## config.mk

```make
export PLATFORM = sky130hd
export DESIGN_NAME = keypad_scan_ctrl
export DESIGN_NICKNAME = d
export VERILOG_FILES = /design/src/rtl/keypad_pkg.sv /design/src/rtl/keypad_col_sync.sv /design/src/rtl/keypad_scan_ctrl.sv
export SDC_FILE = /design/constraint.sdc
export NUM_CORES = 1
export LEC_CHECK = 0
export CAP_MARGIN = 10
export CORE_MARGIN = 2
export CORE_UTILIZATION = 35
export DETAILED_ROUTE_END_ITERATION = 16
export PLACE_DENSITY = 0.68
export SYNTH_ARGS = -nofsm -noshare
export SYNTH_HDL_FRONTEND = slang
export SYNTH_SLANG_ARGS = --single-unit
```

## constraint.sdc

```tcl
create_clock -name clock -period 2.9 [get_ports clock]
set_input_delay 0.435 -clock clock [delete_from_list [all_inputs] [get_ports clock]]
set_output_delay 0.435 -clock clock [all_outputs]
set_load 0.05 [all_outputs]
```

## src/rtl/keypad_pkg.sv

```systemverilog
// keypad_pkg: shared types and helpers for the 4x3 keypad scan controller.
//   state_t     - controller states
//   col_hit_t   - result of the column priority encode (hit flag + index)
//   col_encode  - lowest-index active-low column wins
//   row_drive   - one-hot-low row drive pattern for a row index
package keypad_pkg;

    localparam int unsigned NUM_ROWS = 4;
    localparam int unsigned NUM_COLS = 3;

    typedef enum logic [2:0] {
        IDLE,
        SCAN,
        DEBOUNCE,
        REPORT,
        RELEASE
    } state_t;

    typedef struct packed {
        logic       hit;
        logic [1:0] idx;
    } col_hit_t;

    // Walk from the highest column down so the lowest active column is the
    // last assignment and therefore wins.
    function automatic col_hit_t col_encode(input logic [NUM_COLS-1:0] scol);
        col_hit_t res;
        res.hit = 1'b0;
        res.idx = '0;
        for (int unsigned i = NUM_COLS; i > 0; i--) begin
            if (!scol[i-1]) begin
                res.hit = 1'b1;
                res.idx = 2'(i - 1);
            end
        end
        return res;
    endfunction

    function automatic logic [NUM_ROWS-1:0] row_drive(input logic [1:0] r);
        return ~(NUM_ROWS'(1) << r);
    endfunction

endpackage

```

## src/rtl/keypad_col_sync.sv

```systemverilog
// keypad_col_sync: 2-flop synchronizer for the asynchronous keypad columns.
//   clock      - system clock
//   reset_n    - asynchronous active-low reset (flops reset to all-ones = idle)
//   async_cols - raw active-low column pins
//   sync_cols  - synchronized columns, two clocks late
module keypad_col_sync
    import keypad_pkg::*;
(
    input  logic                clock,
    input  logic                reset_n,
    input  logic [NUM_COLS-1:0] async_cols,
    output logic [NUM_COLS-1:0] sync_cols
);

    logic [NUM_COLS-1:0] meta;

    always_ff @(posedge clock or negedge reset_n) begin
        if (!reset_n) begin
            meta      <= '1;
            sync_cols <= '1;
        end else begin
            meta      <= async_cols;
            sync_cols <= meta;
        end
    end

endmodule

```

## src/rtl/keypad_scan_ctrl.sv

```systemverilog
// keypad_scan_ctrl: scan / debounce / report / release sequencer for a
// 4-row x 3-column keypad.
//   clock, reset_n - system clock, asynchronous active-low reset
//   start          - arm request (honoured in IDLE only)
//   ack            - processor consumed the report (honoured in REPORT only)
//   cols           - active-low column pins (asynchronous)
//   rows           - active-low row drive, one-hot-low while busy
//   foundRow/Col   - last reported row/column index, zero-extended
//   keyCode        - last reported row*3+col
//   dataReady      - report valid
//   busy           - high in every state but IDLE
module keypad_scan_ctrl
    import keypad_pkg::*;
#(
    parameter int unsigned SETTLE_CYCLES   = 16,
    parameter int unsigned DEBOUNCE_CYCLES = 50000,
    parameter int unsigned CNT_W           = 16
) (
    input  logic                clock,
    input  logic                reset_n,
    input  logic                start,
    input  logic                ack,
    input  logic [NUM_COLS-1:0] cols,
    output logic [NUM_ROWS-1:0] rows,
    output logic [31:0]         foundRow,
    output logic [31:0]         foundCol,
    output logic [3:0]          keyCode,
    output logic                dataReady,
    output logic                busy
);

    localparam logic [CNT_W-1:0] SETTLE_LAST   = CNT_W'(SETTLE_CYCLES - 1);
    localparam logic [CNT_W-1:0] DEBOUNCE_LAST = CNT_W'(DEBOUNCE_CYCLES - 1);

    state_t              state;
    logic [CNT_W-1:0]    count;
    logic [1:0]          row;
    logic [1:0]          col;
    logic [NUM_COLS-1:0] scol;
    logic [1:0]          next_row;
    col_hit_t            hit;

    keypad_col_sync u_sync (
        .clock      (clock),
        .reset_n    (reset_n),
        .async_cols (cols),
        .sync_cols  (scol)
    );

    assign hit      = col_encode(scol);
    assign next_row = (row == 2'(NUM_ROWS - 1)) ? 2'd0 : row + 2'd1;

    always_ff @(posedge clock or negedge reset_n) begin
        if (!reset_n) begin
            state     <= IDLE;
            count     <= '0;
            row       <= '0;
            col       <= '0;
            rows      <= '1;
            foundRow  <= '0;
            foundCol  <= '0;
            keyCode   <= '0;
            dataReady <= 1'b0;
            busy      <= 1'b0;
        end else begin
            case (state)
                IDLE: begin
                    count <= '0;
                    rows  <= '1;
                    if (start) begin
                        state <= SCAN;
                        row   <= '0;
                        rows  <= row_drive(2'd0);
                        busy  <= 1'b1;
                    end
                end

                SCAN: begin
                    if (count == SETTLE_LAST) begin
                        count <= '0;
                        if (hit.hit) begin
                            col   <= hit.idx;
                            state <= DEBOUNCE;
                        end else begin
                            row  <= next_row;
                            rows <= row_drive(next_row);
                        end
                    end else begin
                        count <= count + 1'b1;
                    end
                end

                DEBOUNCE: begin
                    if (hit.hit && hit.idx == col) begin
                        if (count == DEBOUNCE_LAST) begin
                            count <= '0;
                            state <= REPORT;
                        end else begin
                            count <= count + 1'b1;
                        end
                    end else begin
                        // Re-settle on the same row rather than advancing.
                        count <= '0;
                        state <= SCAN;
                    end
                end

                REPORT: begin
                    // First REPORT clock loads the result; ack is only
                    // honoured once dataReady is already up.
                    if (!dataReady) begin
                        foundRow  <= 32'(row);
                        foundCol  <= 32'(col);
                        keyCode   <= 4'(row) * 4'd3 + 4'(col);
                        dataReady <= 1'b1;
                    end else if (ack) begin
                        dataReady <= 1'b0;
                        count     <= '0;
                        state     <= RELEASE;
                    end
                end

                RELEASE: begin
                    if (scol == '1) begin
                        if (count == DEBOUNCE_LAST) begin
                            count <= '0;
                            state <= IDLE;
                            rows  <= '1;
                            busy  <= 1'b0;
                        end else begin
                            count <= count + 1'b1;
                        end
                    end else begin
                        count <= '0;
                    end
                end

                default: begin
                    state <= IDLE;
                    rows  <= '1;
                    busy  <= 1'b0;
                    count <= '0;
                end
            endcase
        end
    end

endmodule

```

=== Yosys cells after proc, flatten, opt, wreduce, memory -nomap -nowiden ===
Index checks and enable logic that the tools add are counted.

* Multiply operators: 1
* Shifts and indexed selects: 1
* Order comparisons: 0
* Mux-type cells: 37
* Add/sub/neg operators: 3
* Div/mod/pow operators: 0
* Eq/ne operators: 18
* Bitwise operators: 4
* Reductions and logical operators: 12

{| class="wikitable"
|+ Operators with widths
! cell !! number
|-
| $mux 16 || 6
|-
| $pmux 16 s4 || 1
|-
| $mux 3 || 12
|-
| $add 16x1->16 const B || 1
|-
| $eq 16x16->1 const B || 1
|-
| $eq 16x4->1 const B || 1
|-
| $mux 4 || 4
|-
| $ne 2x2->1 const B || 8
|-
| $pmux 4 s4 || 1
|-
| $pmux 3 s5 || 1
|-
| $mux 2 || 4
|-
| $reduce_and 4->1 || 2
|-
| $reduce_and 8->1 || 1
|-
| $eq 3x2->1 const B || 2
|-
| $eq 3x3->1 const B || 2
|-
| $mux 1 || 6
|-
| $reduce_and 5->1 || 1
|-
| $add 4x2->4 || 1
|-
| $mul 2x2->4 const B || 1
|-
| $not 4->4 || 1
|-
| $pmux 2 s2 || 1
|-
| $reduce_and 2->1 || 2
|-
| $shl 1x2->4 const A || 1
|-
| $eq 3x1->1 const B || 1
|-
| other kinds (12) || 14
|}

* Bits in latches: 0
* Register bits after elaboration: 43
* Bits in writable memories: 0
* Memory bits (read-only): 0
* Output and inout bits: 74
* Logic and storage cells: 88
* Memories kept: 0

=== Depth between registers and ports, before layout ===
* Depth in word-level cells: 7
* Gate-level depth with buffers: 7
* Gate-level depth less buffers: 6

=== Hierarchy ===
Synthesis repeated with hierarchy kept, for this count alone.

* Cells, all modules: 307
* Area total of the unflattened synthesis: 2760.1 um^2

{| class="wikitable"
|+ Modules (own cells, without submodules)
! module !! cells an instance !! times used !! seq. area each (um^2) !! area each (um^2)
|-
| keypad_scan_ctrl || 301 || 1 || 930.9 || 2602.5
|-
| keypad_col_sync || 6 || 1 || 157.7 || 157.7
|}

=== Least setup slack after synthesis ===
No wires, ideal clock.

* Path type: register to register
* Start: register row[0]
* End: register keyCode[2]
* Period minus slack after synthesis: 1.812 ns
* Library setup time: 0.132 ns
* Required time: 2.768 ns
* Arrival: 1.680 ns
* Setup slack: 1.088 ns
* Cell stages (with the launch flop): 6
* Cells stage by stage: dfrtp_1 fa_1 ha_1 inv_1 fa_1 o21ai_0

* Longest elaborated chain between the ends: 2

{| class="wikitable"
|+ RTL lines
! item !! RTL line !! RTL
|-
| start, declared || keypad_scan_ctrl.sv:37 || <nowiki>logic [1:0] row;</nowiki>
|-
| start signal, assigned || keypad_scan_ctrl.sv:85 || <nowiki>row <= next_row;</nowiki>
|-
| $mul 2x2->4 || keypad_scan_ctrl.sv:114 || <nowiki>keyCode <= 4'(row) * 4'd3 + 4'(col);</nowiki>
|-
| $add 4x2->4 || keypad_scan_ctrl.sv:114 ||
|-
| end signal, assigned || keypad_scan_ctrl.sv:114 ||
|-
| end, declared || keypad_scan_ctrl.sv:27 || <nowiki>output logic [3:0] keyCode,</nowiki>
|}

Every way passes these cells.
A chain may end at the register's enable or synchronous reset.

=== Final worst setup path ===
* Start: register count[0]
* End: register count[9]

* Longest elaborated chain between the ends: 4
* Elaborated cells on any way between the ends: 8
* Classes of those cells: add/sub (1); eq/ne (2); mux (5)

{| class="wikitable"
|+ RTL lines
! item !! RTL line !! RTL
|-
| start, declared || keypad_scan_ctrl.sv:36 || <nowiki>logic [CNT_W-1:0] count;</nowiki>
|-
| start signal, assigned || keypad_scan_ctrl.sv:89 || <nowiki>count <= count + 1'b1;</nowiki>
|-
| start signal, assigned || keypad_scan_ctrl.sv:99 || <nowiki>count <= count + 1'b1;</nowiki>
|-
| start signal, assigned || keypad_scan_ctrl.sv:131 || <nowiki>count <= count + 1'b1;</nowiki>
|-
| $add 16x1->16 or $eq 16x16->1 (tied branches) || -- ||
|-
| $mux 16 || keypad_scan_ctrl.sv:95, keypad_scan_ctrl.sv:125 ||
|-
| $mux 16 (on tied branches) || keypad_scan_ctrl.sv:124, keypad_scan_ctrl.sv:94 ||
|-
| $pmux 16 s4 (*) || keypad_scan_ctrl.sv:66 || <nowiki>case (state)</nowiki>
|}

Mark *: on every way between the ends. The rest lies on a longest branch, timed or not.

==> metrics.csv <==
metric,value,unit
grt_util_met3,3.050,%
rrSetupSlack,0.73,ns
drv_cap,0,
drive_gt1_share,11.21,%
ys_seq_area_share,38.39,%
place.gp.congestion,0.8449,
dieArea,8837,µm²
synth_top_area_share,29.13,%
htree_levels,2,
ctsRootBufferMaster,clkbuf_8,
critPathSlowestCell,dfrtp_1,
synth_area,2835,µm²
antenna_cells,0,
use_met2,20.54,%
fin_nets,354,
yosys_register_bits,43,
syn2layout_area_growth,6.046,%
setup_viol,0,
critPathMaxStageDelay,0.41,ns
p_leak,0.001345,µW
synth_edf_count,0,
powerDensity,789.8,nW/µm²
die_y,94.01,µm
syn_area_per_cell,8.916,µm²
grt_util_all_layers,12.45,%
clock_skew,0.007090,ns
period_minus_slack,2.173,ns
ir_drop,0.0002300,V
syn_inst,318,
io_pins,81,
start_util,36.31,%
grt.busiest_layer,met2,
finalHoldViolCount,0,
synthTopCellsByCount,"60 x buf_4, 55 x nand2_1, 33 x dfrtp_1, 18 x o21ai_0, 17 x nor2_1",
hp-class,input port to async pin,
critPathArrivalTime,2.34,ns
ant_nets,0,
worstReg2RegStart,count[0],
grt_pass1_wl,8838,µm
rows,32,
drc,0,
cts-resized-gates,0,
tns,0,ns
finalCritPeriodShare,74.93,%
die-width,94.01,µm
cts.sinks,43,
grt_max_degree,44,
cts_setup_buffers,0,
met1_usage,16.29,%
worstSetupStartpointType,flop,
setup.worst_path.start,count[0],
clkTransAtPathRegs,0.09,ns
final_max_slew_viol_count,0,
synth_cell_types,55,
synth-async-reset-ratio,100.0,%
cp_max_fo,15,
worst_pin_slew,0.9682,ns
cts_hold_buf,0,
core_area,7807,µm²
rsz0062_at_grt,no,
cp_cell_sequence,ha_1 -> and4b_1 -> and4_1 -> nor4_4 -> buf_4 -> nor2_1 -> o21ai_0,
dp_hpwl,3833,µm
wire_per_inst,11.76,µm
grt_overflow,0,
grt_antenna_before_repair,0,
cp_data_required_time,3.07,ns
path_class,flop to flop,
insertion_delay,0.30,ns
ys_warn_count,0,
first_pass_iters,4,
synth_area_leaders,"dfrtp_1 29%, buf_4 16%, dfstp_2 9.3%",
critPathCaptureType,flop,
synth.most_common_cell,buf_4,
synth.largest_area_cell,dfrtp_1,
finalWirelength,5186,µm
via_per_inst,4.671,
fillCellCount,797,
hold_ws,0.2830,ns
max-slew-margin-rel,35.46,%
num_vias,2060,
outcome,"finished, final reports clean",
portBuffers,20,
cts_tree,yes,
cts-buffers-inserted,5,
drt_iter0_markers,144,
clockBufferDepth,2,
ys.flop_type,dfrtp_1,
fmax,460.2,MHz
grt_pass1_vias,1885,
worst max-delay path: cells and delay by family (launching register included):
family                     cells  cell delay (ns)
DFF                            1             0.41
buffers and inverters          1             0.21
AOI/OAI and AO/OA              1             0.16
and+or+nand+nor                4             1.02
adders and majority gates      1             0.23
registers in the layout, summed over array words and instances, names as in the netlist, 3 cells and up:
| register | count |
|---|---|
| u_sync.sync_cols | 3 |
| count | 16 |
| keyCode | 4 |
| u_sync.meta | 3 |
| rows | 4 |
| state | 3 |
power breakdown:
part	internal (µW)	switching [µW]	leakage [µW]
clock	172	226	0.0000408
sequential	732	140	0.000549
combinational	349	756	0.000755
total	1250	1120	0.00135
cells in the final DEF (no fill, tap or decap), types with 2 or more instances in the layout:
cell and instances:
a211oi_1 2, a21boi_0 2, a21oi_1 5, and2_1 2
and3_1 3, and4_1 3, buf_4 3, clkbuf_8 5
clkdlybuf4s50_1 19, clkinvlp_4 2, conb_1 60, dfrtp_1 33
dfstp_2 10, fa_1 2, ha_1 7, inv_1 9
mux2_2 5, nand2_1 55, nand2b_1 4, nand3_1 8
nand4_1 2, nor2_1 17, nor2b_1 3, nor3_1 10
nor4_1 4, nor4bb_1 2, o211ai_1 4, o21ai_0 18
o22ai_1 9, o31ai_1 2, or3_1 2, or4b_1 2
cell families (layout without fill, tap and decap cells):
kind of cell	Yosys count	after routing	synth area share [%]
adder cells (fa/ha/maj)	9	9	4.501
AO/OA/AOI/OAI	53	53	12.44
buffers and inverters	78	40	18.40
other	1	60	0.1323
XOR/XNOR	1	1	0.3090
AND/OR/NAND/NOR	127	127	23.48
multiplexers	6	6	2.339
flip-flops	43	43	38.39
through the flow:
step           utilization (%)  worst slack, ns  power (µW)  area (µm²)  cells
3_3_place_gp             37.32           0.8299        1970        2914    433
6_report                 38.51           0.7270        2375        3007    441
2_1_floorplan                -            1.088        1775        3057    377
4_1_cts                  38.51           0.7280        2400        3007    441
5_1_grt                  38.51           0.5386        2556        3007    441
3_5_place_dp             37.32           0.7546        1987        2914    433
layout make-up:
| class | count | area, µm² | share of cell area [%] |
|---|---|---|---|
| clock buffers | 5 | 68.82 | 2.289 |
| clock inverters | 3 | 23.77 | 0.7907 |
| inverters | 9 | 33.78 | 1.124 |
| multi-input cells | 256 | 1446 | 48.11 |
| flip-flops and latches | 43 | 1089 | 36.20 |
| well taps | 102 | 127.6 | 4.245 |
| repair buffers | 23 | 217.7 | 7.241 |
routing by layer:
metal	vias to the layer above	part of all wire [%]
met5	-	0
met4	0	0.58
met3	4	4.1
met2	57	49
met1	984	47
li1	1015	-
final timing paths:
check | to | depth (start not counted)
max | count[9] | 7
min | count[3] | 1
max reg2reg | count[9] | 7
min reg2reg | u_sync.sync_cols[2] | 0
max in group asynchronous | col[0] | 1
min in group clock | u_sync.sync_cols[2] | 0
No activity file was read; power rests on OpenSTA's default activity.
